## src/rtl/div_pkg.sv

```systemverilog
// Shared definitions for the sequential divider.
// Contents:
//   state_e       FSM state type (idle / run / done)
//   DefaultWidth  default operand width
//   MostNeg       most-negative two's complement value at the default width
package div_pkg;

  typedef enum logic [1:0] {
    StIdle,
    StRun,
    StDone
  } state_e;

  localparam int unsigned DefaultWidth = 32;

  localparam logic [DefaultWidth-1:0] MostNeg = {1'b1, {(DefaultWidth-1){1'b0}}};

endpackage

```

## src/rtl/div_step.sv

```systemverilog
// One restoring-division step on unsigned magnitudes.
// Ports:
//   rem_in        partial remainder before the step (always < divisor)
//   divisor       divisor magnitude
//   dividend_bit  next dividend bit, MSB first
//   rem_out       partial remainder after the step
//   quo_bit       quotient bit produced by the step
module div_step #(
  parameter int unsigned WIDTH = 32
) (
  input  logic [WIDTH-1:0] rem_in,
  input  logic [WIDTH-1:0] divisor,
  input  logic             dividend_bit,
  output logic [WIDTH-1:0] rem_out,
  output logic             quo_bit
);

  logic [WIDTH:0] shifted;
  logic [WIDTH:0] diff;

  // rem_in < divisor keeps shifted below 2^WIDTH, so diff's top bit is a valid borrow flag.
  always_comb begin
    shifted = {rem_in, dividend_bit};
    diff    = shifted - {1'b0, divisor};
    quo_bit = ~diff[WIDTH];
    rem_out = quo_bit ? diff[WIDTH-1:0] : shifted[WIDTH-1:0];
  end

endmodule

```

## src/rtl/div_unit.sv

```systemverilog
// Sequential signed divider: one restoring step per cycle on operand magnitudes,
// followed by a sign-correction cycle. Divide-by-zero and most-negative / -1
// bypass the iteration and raise data_exception.
// Ports:
//   clock, reset     clock and asynchronous active-high reset
//   data_operandA/B  dividend / divisor (two's complement), latched on start
//   ctrl_DIV         start request
//   data_result      quotient,  registered, held until the next result
//   data_remainder   remainder, registered, held until the next result
//   data_exception   divide-by-zero / overflow flag for the presented result
//   data_resultRDY   one-cycle pulse when a result is presented
//   busy             high while iterating
module div_unit
  import div_pkg::*;
#(
  parameter int unsigned WIDTH = DefaultWidth
) (
  input  logic             clock,
  input  logic             reset,
  input  logic [WIDTH-1:0] data_operandA,
  input  logic [WIDTH-1:0] data_operandB,
  input  logic             ctrl_DIV,
  output logic [WIDTH-1:0] data_result,
  output logic [WIDTH-1:0] data_remainder,
  output logic             data_exception,
  output logic             data_resultRDY,
  output logic             busy
);

  localparam int unsigned CntW = $clog2(WIDTH) + 1;
  localparam logic [CntW-1:0] LastCnt = CntW'(WIDTH);
  localparam logic [WIDTH-1:0] MinVal = {1'b1, {(WIDTH-1){1'b0}}};

  state_e           state;
  logic [CntW-1:0]  count;
  logic [WIDTH-1:0] op_a;
  logic [WIDTH-1:0] op_b;
  logic [WIDTH-1:0] dvd;    // dividend magnitude, shifted out MSB first
  logic [WIDTH-1:0] dsr;    // divisor magnitude
  logic [WIDTH-1:0] rem;    // partial remainder
  logic [WIDTH-1:0] quo;    // quotient magnitude, shifted in LSB first
  logic             pend;   // special-case result waits one edge in idle

  logic [WIDTH-1:0] a_mag;
  logic [WIDTH-1:0] b_mag;
  logic             div_zero;
  logic             div_ovf;
  logic [WIDTH-1:0] step_rem;
  logic             step_q;
  logic [WIDTH-1:0] quo_fix;
  logic [WIDTH-1:0] rem_fix;

  always_comb begin
    a_mag    = data_operandA[WIDTH-1] ? -data_operandA : data_operandA;
    b_mag    = data_operandB[WIDTH-1] ? -data_operandB : data_operandB;
    div_zero = (data_operandB == '0);
    div_ovf  = (data_operandA == MinVal) && (data_operandB == '1);
    // A zero quotient negates to itself, so no explicit non-zero test is needed.
    quo_fix  = (op_a[WIDTH-1] ^ op_b[WIDTH-1]) ? -quo : quo;
    rem_fix  = op_a[WIDTH-1] ? -rem : rem;
  end

  div_step #(
    .WIDTH(WIDTH)
  ) u_step (
    .rem_in      (rem),
    .divisor     (dsr),
    .dividend_bit(dvd[WIDTH-1]),
    .rem_out     (step_rem),
    .quo_bit     (step_q)
  );

  always_ff @(posedge clock or posedge reset) begin
    if (reset) begin
      state          <= StIdle;
      count          <= '0;
      op_a           <= '0;
      op_b           <= '0;
      dvd            <= '0;
      dsr            <= '0;
      rem            <= '0;
      quo            <= '0;
      pend           <= 1'b0;
      data_result    <= '0;
      data_remainder <= '0;
      data_exception <= 1'b0;
      data_resultRDY <= 1'b0;
      busy           <= 1'b0;
    end else begin
      data_resultRDY <= 1'b0;
      unique case (state)
        StIdle, StDone: begin
          if (state == StIdle && pend) begin
            // Present the bypassed result; a start here is not accepted.
            pend           <= 1'b0;
            data_exception <= 1'b1;
            data_resultRDY <= 1'b1;
            state          <= StDone;
            if (op_b == '0) begin
              data_result    <= '0;
              data_remainder <= op_a;
            end else begin
              data_result    <= MinVal;
              data_remainder <= '0;
            end
          end else if (ctrl_DIV) begin
            op_a  <= data_operandA;
            op_b  <= data_operandB;
            dvd   <= a_mag;
            dsr   <= b_mag;
            rem   <= '0;
            quo   <= '0;
            count <= '0;
            if (div_zero || div_ovf) begin
              pend  <= 1'b1;
              state <= StIdle;
            end else begin
              data_exception <= 1'b0;
              busy           <= 1'b1;
              state          <= StRun;
            end
          end else begin
            state <= StIdle;
          end
        end
        StRun: begin
          if (count == LastCnt) begin
            data_result    <= quo_fix;
            data_remainder <= rem_fix;
            data_resultRDY <= 1'b1;
            busy           <= 1'b0;
            state          <= StDone;
          end else begin
            rem   <= step_rem;
            quo   <= {quo[WIDTH-2:0], step_q};
            dvd   <= {dvd[WIDTH-2:0], 1'b0};
            count <= count + CntW'(1);
          end
        end
        default: state <= StIdle;
      endcase
    end
  end

endmodule

```

## config.mk

```make
export PLATFORM = sky130hd
export DESIGN_NAME = div_unit
export DESIGN_NICKNAME = d
export VERILOG_FILES = /design/src/rtl/div_pkg.sv /design/src/rtl/div_step.sv /design/src/rtl/div_unit.sv
export SDC_FILE = /design/constraint.sdc
export NUM_CORES = 1
export LEC_CHECK = 0
export BUFFER_PORTS_ARGS = -buffer_cell sky130_fd_sc_hd__buf_4
export CAP_MARGIN = 10
export CELL_PAD_IN_SITES_DETAIL_PLACEMENT = 1
export CELL_PAD_IN_SITES_GLOBAL_PLACEMENT = 1
export CORE_MARGIN = 1.5
export CORE_UTILIZATION = 44
export DETAILED_ROUTE_END_ITERATION = 10
export HOLD_SLACK_MARGIN = 0.06
export PLACE_DENSITY_LB_ADDON = 0.1
export SYNTH_ARGS = -nofsm -noshare
export SYNTH_HDL_FRONTEND = slang
export SYNTH_SLANG_ARGS = --single-unit
```

## constraint.sdc

```tcl
create_clock -name clock -period 14.8 [get_ports clock]
set_input_delay 1.48 -clock clock [delete_from_list [all_inputs] [get_ports clock]]
set_output_delay 1.48 -clock clock [all_outputs]
set_load 0.02 [all_outputs]
```

==> flow_summary.ini <==
[run_status]
status = finished, final reports clean

[global_route]
grt_max_degree = 155
grt_pass1_wl_um = 71890
grt.total_usage = 0.2536
grt_pass1_vias = 13080
grt_overflow_total = 0
grt_antenna_before_repair = 1

[synth]
seq_area_frac_synth = 0.4460
yosysMostFrequentCell = nand2_1
yosys.area_share.xor_xnor = 0.08887
syn_area_per_cell_sq_um = 8.420
yosys.area_share.simple = 0.2120
muxShareOfSynthArea = 0.02272
synth-adder-area-share = 0.03391
synth-async-reset-ratio = 1.000
ys_ff_latch = 267
yosysTopAreaCellShare = 0.4460
synth_flop_cell = dfrtp_1
syn_area_sq_mm = 0.01498
synth_enable_flop_cells = 0
synth_area_leaders = dfrtp_1, nand2_1, o21ai_0
yosysUniqueCellTypes = 60
synthCells = 1779
synth_warnings = 0
synth_top_family_by_area = simple AND/OR/NAND/NOR gates
synth_common_cells = nand2_1, dfrtp_1, o21ai_0
synth_nets = 1886
yosys.area.top_type = dfrtp_1
synth_compound_area_frac = 0.1590

[setup_path]
cp.required_ns = 15.22
end_kind = flop
crit_type = reg2reg
cp.arrival_ns = 4.80
cpMaxStageDelayCell = xor2_4
critical_path_buf_inv_count = 1
rrSetupSlack_ns = 10.42
startpoint_type = flop
slowest_delay_ns = 0.58
path_delay_family = compound AO/OA/AOI/OAI gates
path_cells = ha_1, fa_1, nand2b_1, a21oi_1, o2111ai_1, a31oi_1, o21ai_0, o211a_1, mux2i_1, xor2_4, buf_4, mux2i_1, o21ai_0
path_max_fanout = 20

[timing]
relSlewSlack = 0.2495
timing.final.hold_violations = 0
skew_ns = 0.02078
timing.final.ws_setup_ns = 10.42
period_share = 0.2962
slew_viol_final = 0
worst_pin_slew_ns = 1.123
rsz0062_at_grt = false
setup_viol = 0
fmax_mhz = 228.1
finalCriticalPeriod_ns = 4.383
tns_ns = 0

[power]
power_switching_mw = 1.996
clkPwrFrac = 0.173
intPower_mw = 2.495
p_sw_frac = 0.4445
power_frac_comb = 0.514
p_leak_nw = 8.207
peakVddDrop_uv = 128.1
power.share.sequential = 0.313
powerDensity_mw_per_mm2 = 258.5

[clock_network]
worstSkewPairLatency_ns = 0.57
cts_hold_buffers = 0
post_cts_buffers = 0
clk_pin_slew_ns = 0.06
clock_path_buffers = 3
cts_resized = 0
ctsRootBufferMaster = clkbuf_16
h-tree-depth = 1
cts.sinks = 267
cts_made_buffers = 31
cts_tree = done

[run]
maxCapViolations = 0

[layout]
drive_gt1_frac = 0.1156
utilization = 0.5181
nNetsFinal = 1969
area.growth.synth_to_final_pct = 15.98
diodes = 0

[placement]
dp_hpwl_um = 31450
portBuffers = 133
pre_cts_ws_ns = 10.28
gp_congestion = 0.8361

[floorplan]
core_sq_mm = 0.03353
die_w_um = 187.5
io_pins = 134
num_rows = 67
die-area_sq_mm = 0.03516
start_util = 0.4467
die-height_um = 187.5

[routing]
totalWireLength_um = 44510
ant_nets = 0
vias = 12990
drt_first_pass_iters = 4
drt_iter0_drc = 726
drc = 0
viasPerCell = 5.564
wire_per_inst_um = 19.07

[worst_hold_path]
holdCritPathClass = reg2reg
[layer usage]
metal  share of wire  global-route usage  vias to the layer above
met4           0.021             0.05969                        0
li1                -                   -                     6245
met1            0.47              0.3546                     6440
met3           0.042             0.02620                       50
met5               0                   0                        -
met2            0.47              0.4249                      252
[final timing paths]
| path | start | cells past startpoint | end |
|---|---|---|---|
| min reg2reg | op_b[14] | 2 | op_b[14] |
| min | op_b[14] | 2 | op_b[14] |
| max in group asynchronous | reset | 3 | dvd[12] |
| max | op_b[0] | 13 | rem[10] |
| min in group asynchronous | reset | 2 | quo[22] |
| max reg2reg | op_b[0] | 13 | rem[10] |
[registers in the layout (all words and copies together), names as in the netlist]
register,cells
data_remainder,32
data_result,32
dvd,32
op_a,32
op_b,32
quo,32
rem,32
dsr,31
count,6
state,2
busy,1
data_exception,1
data_resultRDY,1
pend,1
[cells by family after synthesis]
kind of cell,Yosys count
adder cells (fa/ha/maj),40
XOR/XNOR,152
flip-flops,267
AND/OR/NAND/NOR,729
buffers and inverters,148
multiplexers,34
AO/OA/AOI/OAI,409
[power by group through the flow]
stage | clock network, mW | registers [mW] | logic, mW
floorplan | 0 | 1.37 | 1.61
global placement | 0 | 1.39 | 2.24
detailed placement | 0 | 1.41 | 2.31
CTS | 0.795 | 1.40 | 2.33
global route | 0.820 | 1.45 | 2.59
finish | 0.777 | 1.41 | 2.31
[through the flow]
step	area [sq um]	hold slack, ns	power [mW]	cells
global placement	16340	0.4524	3.634	2277
floorplan	14980	0.4391	2.989	1779
CTS	17370	0.4760	4.526	2334
detailed placement	16340	0.4615	3.722	2277
global route	17370	0.4936	4.861	2334
finish	17370	0.4740	4.492	2334
[area by class of cell]
cell class,instances,area [sq um]
Tap cell,448,560.5
Clock inverter,11,136.4
Inverter,50,195.2
Multi-Input combinational cell,1364,7784
Sequential cell,267,6681
Clock buffer,46,892.1
Timing Repair Buffer,148,1124
Fill cell,4022,16160
[worst register-to-register path, stage by stage (launching register included)]
cell	delay, ns
dfrtp_1	0.43
ha_1	0.28
fa_1	0.40
nand2b_1	0.20
a21oi_1	0.20
o2111ai_1	0.21
a31oi_1	0.35
o21ai_0	0.24
o211a_1	0.23
mux2i_1	0.34
xor2_4	0.58
buf_4	0.45
mux2i_1	0.23
o21ai_0	0.10
[cell usage in the layout, fill, tap and decap left out, types with 4 or more instances in the layout]
cell type  instances
a211oi_1           4
a21o_1            13
a21oi_1           72
a22o_1             4
a22oi_1           13
a31oi_1           21
buf_4            147
clkbuf_1           9
clkbuf_16         31
clkbuf_8           6
clkinv_2           6
dfrtp_1          267
ha_1              39
inv_1             49
mux2i_1           34
nand2_1          457
nand2b_1          18
nand3_1           44
nand3b_1           6
nand4_1           16
nor2_1            94
nor2b_1            7
nor3_1            11
nor4_1            16
o211ai_1           4
o21ai_0          210
o21bai_1           4
o31ai_1           30
o41ai_1           17
or3_1             20
or4_1             11
xnor2_1           44
xor2_1           107
Power figures use the tool's default switching activity.
